--- src/rtl/ppc_muldiv_unit_pkg.sv ---
// Shared definitions for the PPC multiply/divide unit: op encodings, FSM states
// and small op-classification helpers.
package ppc_muldiv_unit_pkg;

  localparam int MDOp_WIDTH = 3;

  localparam logic [MDOp_WIDTH-1:0] MDOp_MULLW  = 3'd0;
  localparam logic [MDOp_WIDTH-1:0] MDOp_MULHW  = 3'd1;
  localparam logic [MDOp_WIDTH-1:0] MDOp_MULHWU = 3'd2;
  localparam logic [MDOp_WIDTH-1:0] MDOp_DIVW   = 3'd3;
  localparam logic [MDOp_WIDTH-1:0] MDOp_DIVWU  = 3'd4;

  typedef enum logic [1:0] {
    ST_IDLE = 2'd0,
    ST_CALC = 2'd1,
    ST_FIX  = 2'd2,
    ST_DONE = 2'd3
  } md_state_e;

  function automatic logic op_is_mul(input logic [MDOp_WIDTH-1:0] op);
    return op <= MDOp_MULHWU;
  endfunction

  function automatic logic op_is_div(input logic [MDOp_WIDTH-1:0] op);
    return (op == MDOp_DIVW) || (op == MDOp_DIVWU);
  endfunction

  // mullw is treated as signed so its overflow check sees the true signed product.
  function automatic logic op_is_signed(input logic [MDOp_WIDTH-1:0] op);
    return (op == MDOp_MULLW) || (op == MDOp_MULHW) || (op == MDOp_DIVW);
  endfunction

endpackage

--- src/rtl/muldiv_core.sv ---
// Unsigned radix-2 engine: shift-add multiply (LSB first) and restoring divide.
// After WIDTH steps {hi_o,lo_o} holds the product, or lo_o the quotient.
module muldiv_core
  import ppc_muldiv_unit_pkg::*;
#(
  parameter int WIDTH = 32,
  parameter int CNT_W = 6
) (
  input  logic             clk,
  input  logic             rst,
  input  logic             load_i,
  input  logic             step_i,
  input  logic             is_div_i,
  input  logic [WIDTH-1:0] lo_init_i,
  input  logic [WIDTH-1:0] d_i,
  output logic             finished_o,
  output logic [WIDTH-1:0] hi_o,
  output logic [WIDTH-1:0] lo_o
);

  logic [CNT_W-1:0] cnt_q;
  logic [WIDTH-1:0] hi_q, lo_q, d_q;
  logic             div_q;

  logic [WIDTH:0] add_sum;
  logic [WIDTH:0] rem_sh;
  logic [WIDTH:0] trial;

  // Remainder stays below the divisor, so bit WIDTH of trial is the borrow.
  assign add_sum = lo_q[0] ? ({1'b0, hi_q} + {1'b0, d_q}) : {1'b0, hi_q};
  assign rem_sh  = {hi_q, lo_q[WIDTH-1]};
  assign trial   = rem_sh - {1'b0, d_q};

  always_ff @(posedge clk or posedge rst) begin
    if (rst) begin
      cnt_q <= '0;
      hi_q  <= '0;
      lo_q  <= '0;
      d_q   <= '0;
      div_q <= 1'b0;
    end else if (load_i) begin
      cnt_q <= '0;
      hi_q  <= '0;
      lo_q  <= lo_init_i;
      d_q   <= d_i;
      div_q <= is_div_i;
    end else if (step_i) begin
      cnt_q <= cnt_q + 1'b1;
      if (div_q) begin
        if (!trial[WIDTH]) begin
          hi_q <= trial[WIDTH-1:0];
          lo_q <= {lo_q[WIDTH-2:0], 1'b1};
        end else begin
          hi_q <= rem_sh[WIDTH-1:0];
          lo_q <= {lo_q[WIDTH-2:0], 1'b0};
        end
      end else begin
        hi_q <= add_sum[WIDTH:1];
        lo_q <= {add_sum[0], lo_q[WIDTH-1:1]};
      end
    end
  end

  assign finished_o = (cnt_q == CNT_W'(WIDTH - 1));
  assign hi_o       = hi_q;
  assign lo_o       = lo_q;

endmodule

--- src/rtl/ppc_muldiv_unit.sv ---
// Multi-cycle mullw/mulhw/mulhwu/divw/divwu unit with start/busy/done handshake.
// Optional MULDIV_FAST_MUL_EN: single-cycle combinational multiply bypassing CALC.
// Bits are numbered [WIDTH-1:0] here; PPC bit 0 (MSB) is index WIDTH-1.
module ppc_muldiv_unit
  import ppc_muldiv_unit_pkg::*;
#(
  parameter int WIDTH = 32,
  parameter int CNT_W = 6
) (
  input  logic                  clk,
  input  logic                  rst,
  input  logic                  start,
  input  logic [MDOp_WIDTH-1:0] op,
  input  logic [WIDTH-1:0]      A,
  input  logic [WIDTH-1:0]      B,
  input  logic                  XER_SO,
  input  logic                  flush,
  output logic                  busy,
  output logic                  done,
  output logic [WIDTH-1:0]      C,
  output logic                  OV,
  output logic                  SO,
  output logic [3:0]            CR0,
  output md_state_e             dbg_state_o
);

  // Handshake: start is sampled only in IDLE; busy covers CALC/FIX/DONE; done
  // is a one-cycle pulse in DONE; flush while busy returns to IDLE with no done.
  md_state_e state_q, state_d;
  logic [MDOp_WIDTH-1:0] op_q;
  logic neg_q, so_in_q, eo_q;
  logic [WIDTH-1:0] c_q;
  logic ov_q, so_q;
  logic [3:0] cr0_q;

  logic accept, sgn, div_zero, divw_ovf, eo_ovf, early;
  logic [WIDTH-1:0] a_mag, b_mag, core_hi, core_lo;
  logic core_load, core_step, core_fin;

  assign accept   = (state_q == ST_IDLE) && start;
  assign sgn      = op_is_signed(op);
  assign a_mag    = (sgn && A[WIDTH-1]) ? -A : A;
  assign b_mag    = (sgn && B[WIDTH-1]) ? -B : B;
  assign div_zero = (B == '0);
  assign divw_ovf = (op == MDOp_DIVW) && (A == {1'b1, {(WIDTH-1){1'b0}}}) && (B == '1);
  assign eo_ovf   = op_is_div(op) && (div_zero || divw_ovf);
`ifdef MULDIV_FAST_MUL_EN
  assign early    = (op > MDOp_DIVWU) || eo_ovf || op_is_mul(op);
`else
  assign early    = (op > MDOp_DIVWU) || eo_ovf;
`endif

  always_ff @(posedge clk or posedge rst) begin
    if (rst) state_q <= ST_IDLE;
    else     state_q <= state_d;
  end

  always_comb begin
    state_d = state_q;
    case (state_q)
      ST_IDLE: if (start) state_d = early ? ST_FIX : ST_CALC;
      ST_CALC: if (flush) state_d = ST_IDLE; else if (core_fin) state_d = ST_FIX;
      ST_FIX:  state_d = flush ? ST_IDLE : ST_DONE;
      default: state_d = ST_IDLE;
    endcase
  end

  always_comb begin
    busy      = (state_q != ST_IDLE);
    done      = (state_q == ST_DONE) && !flush;
    core_load = accept;
    core_step = (state_q == ST_CALC);
  end

  always_ff @(posedge clk or posedge rst) begin
    if (rst) begin
      op_q    <= '0;
      neg_q   <= 1'b0;
      so_in_q <= 1'b0;
      eo_q    <= 1'b0;
    end else if (accept) begin
      op_q    <= op;
      neg_q   <= sgn && (A[WIDTH-1] ^ B[WIDTH-1]);
      so_in_q <= XER_SO;
      eo_q    <= eo_ovf;
    end
  end

  muldiv_core #(.WIDTH(WIDTH), .CNT_W(CNT_W)) u_core (
    .clk       (clk),
    .rst       (rst),
    .load_i    (core_load),
    .step_i    (core_step),
    .is_div_i  (op_is_div(op)),
    .lo_init_i (op_is_div(op) ? a_mag : b_mag),
    .d_i       (op_is_div(op) ? b_mag : a_mag),
    .finished_o(core_fin),
    .hi_o      (core_hi),
    .lo_o      (core_lo)
  );

  logic [2*WIDTH-1:0] prod_u, prod_s;
  logic [WIDTH-1:0]   quo, res_c;
  logic               res_ov, res_so;

`ifdef MULDIV_FAST_MUL_EN
  logic [WIDTH-1:0] a_mag_q, b_mag_q;
  always_ff @(posedge clk or posedge rst) begin
    if (rst) begin
      a_mag_q <= '0;
      b_mag_q <= '0;
    end else if (accept) begin
      a_mag_q <= a_mag;
      b_mag_q <= b_mag;
    end
  end
  assign prod_u = {{WIDTH{1'b0}}, a_mag_q} * {{WIDTH{1'b0}}, b_mag_q};
`else
  assign prod_u = {core_hi, core_lo};
`endif

  assign prod_s = neg_q ? -prod_u : prod_u;
  assign quo    = neg_q ? -core_lo : core_lo;

  always_comb begin
    res_c  = '1;
    res_ov = 1'b0;
    if (op_q <= MDOp_DIVWU) begin
      if (eo_q) begin
        res_c  = '0;
        res_ov = 1'b1;
      end else if (op_q == MDOp_MULLW) begin
        res_c  = prod_s[WIDTH-1:0];
        res_ov = (prod_s[2*WIDTH-1:WIDTH] != {WIDTH{prod_s[WIDTH-1]}});
      end else if (op_is_mul(op_q)) begin
        res_c  = prod_s[2*WIDTH-1:WIDTH];
      end else begin
        res_c  = quo;
      end
    end
    res_so = so_in_q | res_ov;
  end

  // Results change only at a non-flushed FIX edge, so an abort keeps old values.
  always_ff @(posedge clk or posedge rst) begin
    if (rst) begin
      c_q   <= '0;
      ov_q  <= 1'b0;
      so_q  <= 1'b0;
      cr0_q <= '0;
    end else if ((state_q == ST_FIX) && !flush) begin
      c_q   <= res_c;
      ov_q  <= res_ov;
      so_q  <= res_so;
      cr0_q <= {res_c[WIDTH-1], !res_c[WIDTH-1] && (res_c != '0), res_c == '0, res_so};
    end
  end

  assign C           = c_q;
  assign OV          = ov_q;
  assign SO          = so_q;
  assign CR0         = cr0_q;
  assign dbg_state_o = state_q;

endmodule
--- config.mk ---
export PLATFORM = sky130hd
export DESIGN_NAME = ppc_muldiv_unit
export DESIGN_NICKNAME = d
export VERILOG_FILES = /design/src/rtl/ppc_muldiv_unit_pkg.sv /design/src/rtl/muldiv_core.sv /design/src/rtl/ppc_muldiv_unit.sv
export SDC_FILE = /design/constraint.sdc
export NUM_CORES = 1
export LEC_CHECK = 0
export ABC_AREA = 1
export CAP_MARGIN = 20
export CELL_PAD_IN_SITES_DETAIL_PLACEMENT = 0
export CELL_PAD_IN_SITES_GLOBAL_PLACEMENT = 2
export CORE_MARGIN = 2
export CORE_UTILIZATION = 33
export CTS_BUF_LIST = sky130_fd_sc_hd__clkbuf_4 sky130_fd_sc_hd__clkbuf_8
export CTS_CLUSTER_DIAMETER = 60
export DETAILED_ROUTE_END_ITERATION = 8
export PLACE_DENSITY_LB_ADDON = 0.1
export RECOVER_POWER = 100
export SYNTH_ARGS = -nofsm -noshare
export SYNTH_HDL_FRONTEND = slang
export SYNTH_SLANG_ARGS = --single-unit
--- constraint.sdc ---
create_clock -name clk -period 5.5 [get_ports clk]
set_input_delay 0.55 -clock clk [delete_from_list [all_inputs] [get_ports clk]]
set_output_delay 0.55 -clock clk [all_outputs]
set_load 0.02 [all_outputs]
==> results of run 1 <==
## cells in the mapped netlist, drive strengths merged
library cell,count
a211oi,1
a21boi,1
a21o,15
a21oi,171
a221oi,30
a22o,1
a22oi,7
a2bb2oi,28
a31oi,12
and2,5
buf,31
clkbuf,61
clkinv,5
dfrtp,147
fa,2
ha,69
inv,314
mux2i,1
nand2,800
nand3,226
nand3b,6
nand4,24
nor2,302
nor3,23
nor3b,1
nor4,12
o211ai,31
o21a,4
o21ai,145
o21bai,7
o221ai,34
o22ai,2
o31ai,7
or2,36
or3,1
xnor2,16
xor2,66
## registers in the layout (all words and copies together) (netlist names), 2 cells and up
signal and cells:
u_core.hi_o 32, op_q 3, dbg_state_o 2, u_core.lo_o 32, CR0 3, u_core.d_q 32, C 32, u_core.cnt_q 6
## layout make-up
type	count	area [sq um]
fillers	5414	29800
multi-input cells	2086	10800
flip-flops and latches	147	3680
repair buffers	136	1310
inverters	319	1200
well taps	615	769
clock buffers	17	234
clock inverters	15	214
## critical path, cell delays in order, from the launching register on
cell and delay [ps]:
dfrtp_1 430, nor2_1 110, inv_1 90, nor2_1 800, clkbuf_1 1060, nor2_1 130, clkbuf_1 650, a221oi_1 540
o221ai_1 200, o21ai_0 110, inv_1 50
## how the worst max path moves through the flow
stage	start	to	slack, ps	depth (start not counted)
after floorplan	rst	CR0[0]	1000	1
after global placement	B[0]	dbg_state_o[0]	2100	14
after detailed placement	u_core.lo_o[31]	u_core.hi_o[30]	2140	20
after CTS	u_core.lo_o[31]	u_core.hi_o[30]	2070	20
after global routing	dbg_state_o[1]	u_core.lo_o[28]	1000	10
final	dbg_state_o[1]	u_core.lo_o[28]	1190	10
## layer usage
layer	wire, um	vias up	track usage, %
met5	0	-	0
met4	1650	0	7.97
met3	3490	79	3.03
met2	32500	525	46.4
met1	34000	8530	40.6
li1	-	8846	-
## cells by family after synthesis
| group | after synthesis | synth area share (%) |
|---|---|---|
| adders and majority gates | 71 | 5.62 |
| buffers and inverters | 411 | 9.97 |
| xor gates and xnor gates | 82 | 4.47 |
| DFF | 147 | 22.9 |
| AOI/OAI and AO/OA | 496 | 19.1 |
| and+or+nand+nor | 1436 | 37.9 |
| muxes | 1 | 0.0623 |
## power by group
group          switching, mW  total, mW  internal (mW)
sequential             0.991       2.56           1.57
combinational           6.22       9.22           3.01
clock                  0.550       1.02          0.469
==> results_dict.tcl, run 1 <==
set metrics [dict create \
    clkLatencyLatePin_ps 540 \
    cp_max_fo 28 \
    finalNetCount 2850 \
    placementRows 80 \
    path_clk_slew_ps 90 \
    cts.sinks 147 \
    power_mw 12.8 \
    fin_hold_ws_ps 488 \
    fp.dieW_um 225 \
    crit_type "reg2reg" \
    min_from "C[29]" \
    drc 0 \
    end_kind "flop" \
    h-tree-depth 4 \
    worstMarginPinSlew_ps 2600 \
    cts_hold_buf 0 \
    worst_slack_ps 1190 \
    startpoint_type "flop" \
    port-buffer-count 113 \
    synth_seq_cells 147 \
    holdPathEnd "C[29]" \
    maxCapViolations 3 \
    pin_count 114 \
    hold_class "reg2reg" \
    postRouteAntennaNets 0 \
    drive_gt1_share_pct 5.00 \
    grt_pass1_vias 17500 \
    dr_total_vias 18000 \
    outcome "finished, violations left" \
    final.setup.tns_ps 0 \
    clock.fmax_mhz 232 \
    required_ps 5920 \
    final.setup_skew_ps 26.9 \
    coreArea_sq_mm 0.0479 \
    rsz0062_at_grt "no" \
    antenna_found_initial 2 \
    synth.top_cell.area_share_pct 22.9 \
    firstDrtPassIters 5 \
    ys_seq_area_share_pct 22.9 \
    grt.total_usage_pct 28.7 \
    clock_path_buffers 2 \
    grt_remaining_overflow 0 \
    syn_avg_cell_area_sq_um 6.08 \
    die_h_um 225 \
    netlist_instances 2644 \
    crit_arrival_ps 4730 \
    hold_viol 0 \
    final_common_cell "nand2_1" \
    grt_max_degree 95 \
    r2r_end "u_core.lo_o[28]" \
    violations "max-capacitance violations, max-slew violations" \
    synth_fp_nets 2787 \
    place_area_sq_mm 0.0178 \
    reg2reg_slack_ps 1190 \
    fin_util_pct 37.9 \
    reg2reg_from "dbg_state_o[1]" \
    layout.cells.non_filler 3335 \
    cts_resized 0 \
    grt_pass1_wl_mm 109 \
    final_cell_area_sq_mm 0.0182 \
    yosysTopAreaCell "dfrtp_1" \
    cts_buffers 17 \
    ir_drop_v 0.000453 \
    wirelength_mm 71.6 \
    pwr_density_cell_mw_per_mm2 704 \
    p_leak_nw 8.56 \
    wl_per_cell_um 21.5 \
    setup_violations 0 \
    start_util_pct 33.5 \
    r2r_cells 10 \
    place_ws_ps 2140 \
    layout_common_cells "nand2_1, inv_1, nor2_1" \
    viasPerCell 5.39 \
    gp_congestion 0.936 \
    fin_crit_sh_pct 78.4 \
    dp_cells 3302 \
    postCtsSetupBuffers 0 \
    cts_tree "yes" \
    ys_warn_count 0 \
    n_antenna_cell 0 \
    ys_types 55 \
    synth_area_leaders "dfrtp_1, nand2_1, inv_1" \
    relSlewSlack_pct -74.2 \
    post-dp-hpwl_mm 57.8 \
    die_area_sq_mm 0.0505 \
    slew_violations 107 \
    min_path_cells 2 \
    synth_area_sq_mm 0.0161 \
    period_needed_ps 4310 \
    syn2layout_area_growth_pct 13.1 \
    cts_root_buffer "clkbuf_8" \
    drt_iter0_drc 1342 \
]
Note: power is estimated with default switching activity, not from simulation.
==> run 2, diff against run 1 <==
CORE_UTILIZATION = 30   (was 33)
clock period = 3.7 ns   (was 5.5 ns; I/O delays follow)
==> results_dict.tcl, run 2 (synthesis gave the netlist of run 1 again) <==
set metrics [dict create \
    outcome "finished, violations left" \
    violations "max-capacitance violations, max-slew violations" \
    relSlewSlack_pct -13.7 \
    place_area_sq_mm 0.0181 \
    viasPerCell 5.32 \
    hold_viol 0 \
    cts_resized 0 \
    fin_util_pct 34.9 \
    startpoint_type "flop" \
    fp.dieW_um 235 \
    clock_path_buffers 2 \
    drc 0 \
    final.setup_skew_ps 29.5 \
    cts.sinks 147 \
    p_leak_nw 8.68 \
    port-buffer-count 113 \
    routed.top_layer "met5" \
    crit_path_top_delay_cell "dfrtp_1" \
    clkLatencyLatePin_ps 580 \
    switching_share_pct 60.9 \
    crit_arrival_ps 3880 \
    fin_hold_ws_ps 355 \
    seq_power_share_pct 18.8 \
    internal_power_mw 7.59 \
    path_common_cell "nand2_1" \
    dp_cells 3401 \
    syn2layout_area_growth_pct 14.6 \
    layout_common_cells "nand2_1, inv_1, nor2_1" \
    gp_congestion 0.899 \
    crit_type "reg2reg" \
    dr_total_vias 18300 \
    place_ws_ps 557 \
    rsz0062_at_grt "no" \
    route.met2.wl_mm 33.7 \
    p_comb_share_pct 74.1 \
    n_antenna_cell 0 \
    placementRows 84 \
    clock_power_share_pct 7.1 \
    multi_input_area_sq_mm 0.0107 \
    postRouteAntennaNets 0 \
    worstMarginPinSlew_ps 1710 \
    period_needed_ps 3430 \
    wl_met3_mm 4.38 \
    critPathTopFamily "simple AND/OR/NAND/NOR gates" \
    wirelength_mm 75.8 \
    cts_hold_buf 0 \
    final_common_cell "nand2_1" \
    start_util_pct 30.5 \
    cp_cell_sequence "nor2_1 -> nand2_1 -> nor2_1 -> nand2_1 -> nor2_1 -> nand2_2 -> nand2_1 -> nand2_1 -> nand2_1 -> nand2_1 -> nand2_1 -> nand3_1 -> nor2_1 -> nand2_1 -> nor2_1 -> nand3_1 -> nand3_1 -> nand2_1" \
    coreArea_sq_mm 0.0528 \
    drt_iter0_drc 1664 \
    post-dp-hpwl_mm 61.1 \
    hold_class "in2reg" \
    wl_per_cell_um 22.1 \
    maxCapViolations 2 \
    h-tree-depth 4 \
    setup_violations 0 \
    clock.fmax_mhz 292 \
    grt_pass1_vias 17600 \
    cts_tree "yes" \
    antenna_found_initial 2 \
    path_clk_slew_ps 110 \
    die_area_sq_mm 0.0555 \
    fin_crit_sh_pct 92.7 \
    fillerInstances 5921 \
    cts_buffers 17 \
    layout.cells.non_filler 3433 \
    worst_slack_ps 271 \
    critPathBufInv 0 \
    p_switching_mw 11.8 \
    seq_area_sq_mm 0.00368 \
    grt_max_degree 73 \
    drive_gt1_share_pct 5.79 \
    final_cell_area_sq_mm 0.0184 \
    required_ps 4150 \
    die_h_um 235 \
    grt.total_usage_pct 27.2 \
    ir_drop_v 0.000570 \
    pwr_density_cell_mw_per_mm2 1050 \
    postCtsSetupBuffers 0 \
    grt_pass1_wl_mm 113 \
    firstDrtPassIters 5 \
    slew_violations 61 \
    critPathMaxStageDelay_ps 550 \
    final.setup.tns_ps 0 \
    pin_count 114 \
    power_mw 19.4 \
    end_kind "flop" \
    grt_remaining_overflow 0 \
    critical_path.startpoint "u_core.lo_o[15]" \
    reg2reg_from "u_core.lo_o[15]" \
    cp_max_fo 7 \
    min_from "XER_SO" \
    finalNetCount 2875 \
    cts_root_buffer "clkbuf_8" \
    met1_length_mm 35.6 \
]
## run 2: worst min-delay path, stage by stage
cell	delay [ps]
clkdlybuf4s50_1	400
nand2_1	60
nand2_1	40
## run 2: path summary, 6_finish.rpt
check | slack [ps] | endpoint | depth (start not counted)
worst min-delay path | 360 | so_in_q | 3
max in group asynchronous | 910 | neg_q | 3
min in group asynchronous | 630 | u_core.hi_o[27] | 2
worst max-delay path | 270 | CR0[2] | 18
worst max register to register | 270 | CR0[2] | 18
worst min register to register | 480 | so_in_q | 2
## run 2: cell type report
cell class                      count  share of cell area [%]
Multi-Input combinational cell   2086                    58.3
Sequential cell                   147                    20.0
Timing Repair Buffer              161                    8.36
Inverter                          319                    6.51
Tap cell                          688                    4.67
Clock buffer                       17                    1.27
Clock inverter                     15                   0.910
## run 2: metal layers
| layer | track usage, % | vias up |
|---|---|---|
| met2 | 42.9 | 564 |
| met5 | 2.08 | - |
| li1 | - | 8909 |
| met1 | 38.2 | 8720 |
| met4 | 7.70 | 2 |
| met3 | 4.09 | 76 |
## run 2: power by group through the flow
stage	combinational, mW	sequential, mW	clock, mW
after floorplan	9.51	3.23	0
after global placement	14.3	3.66	0
after detailed placement	14.3	3.67	0
after CTS	14.4	3.64	1.43
after global routing	15.9	3.71	1.50
final	14.4	3.65	1.38
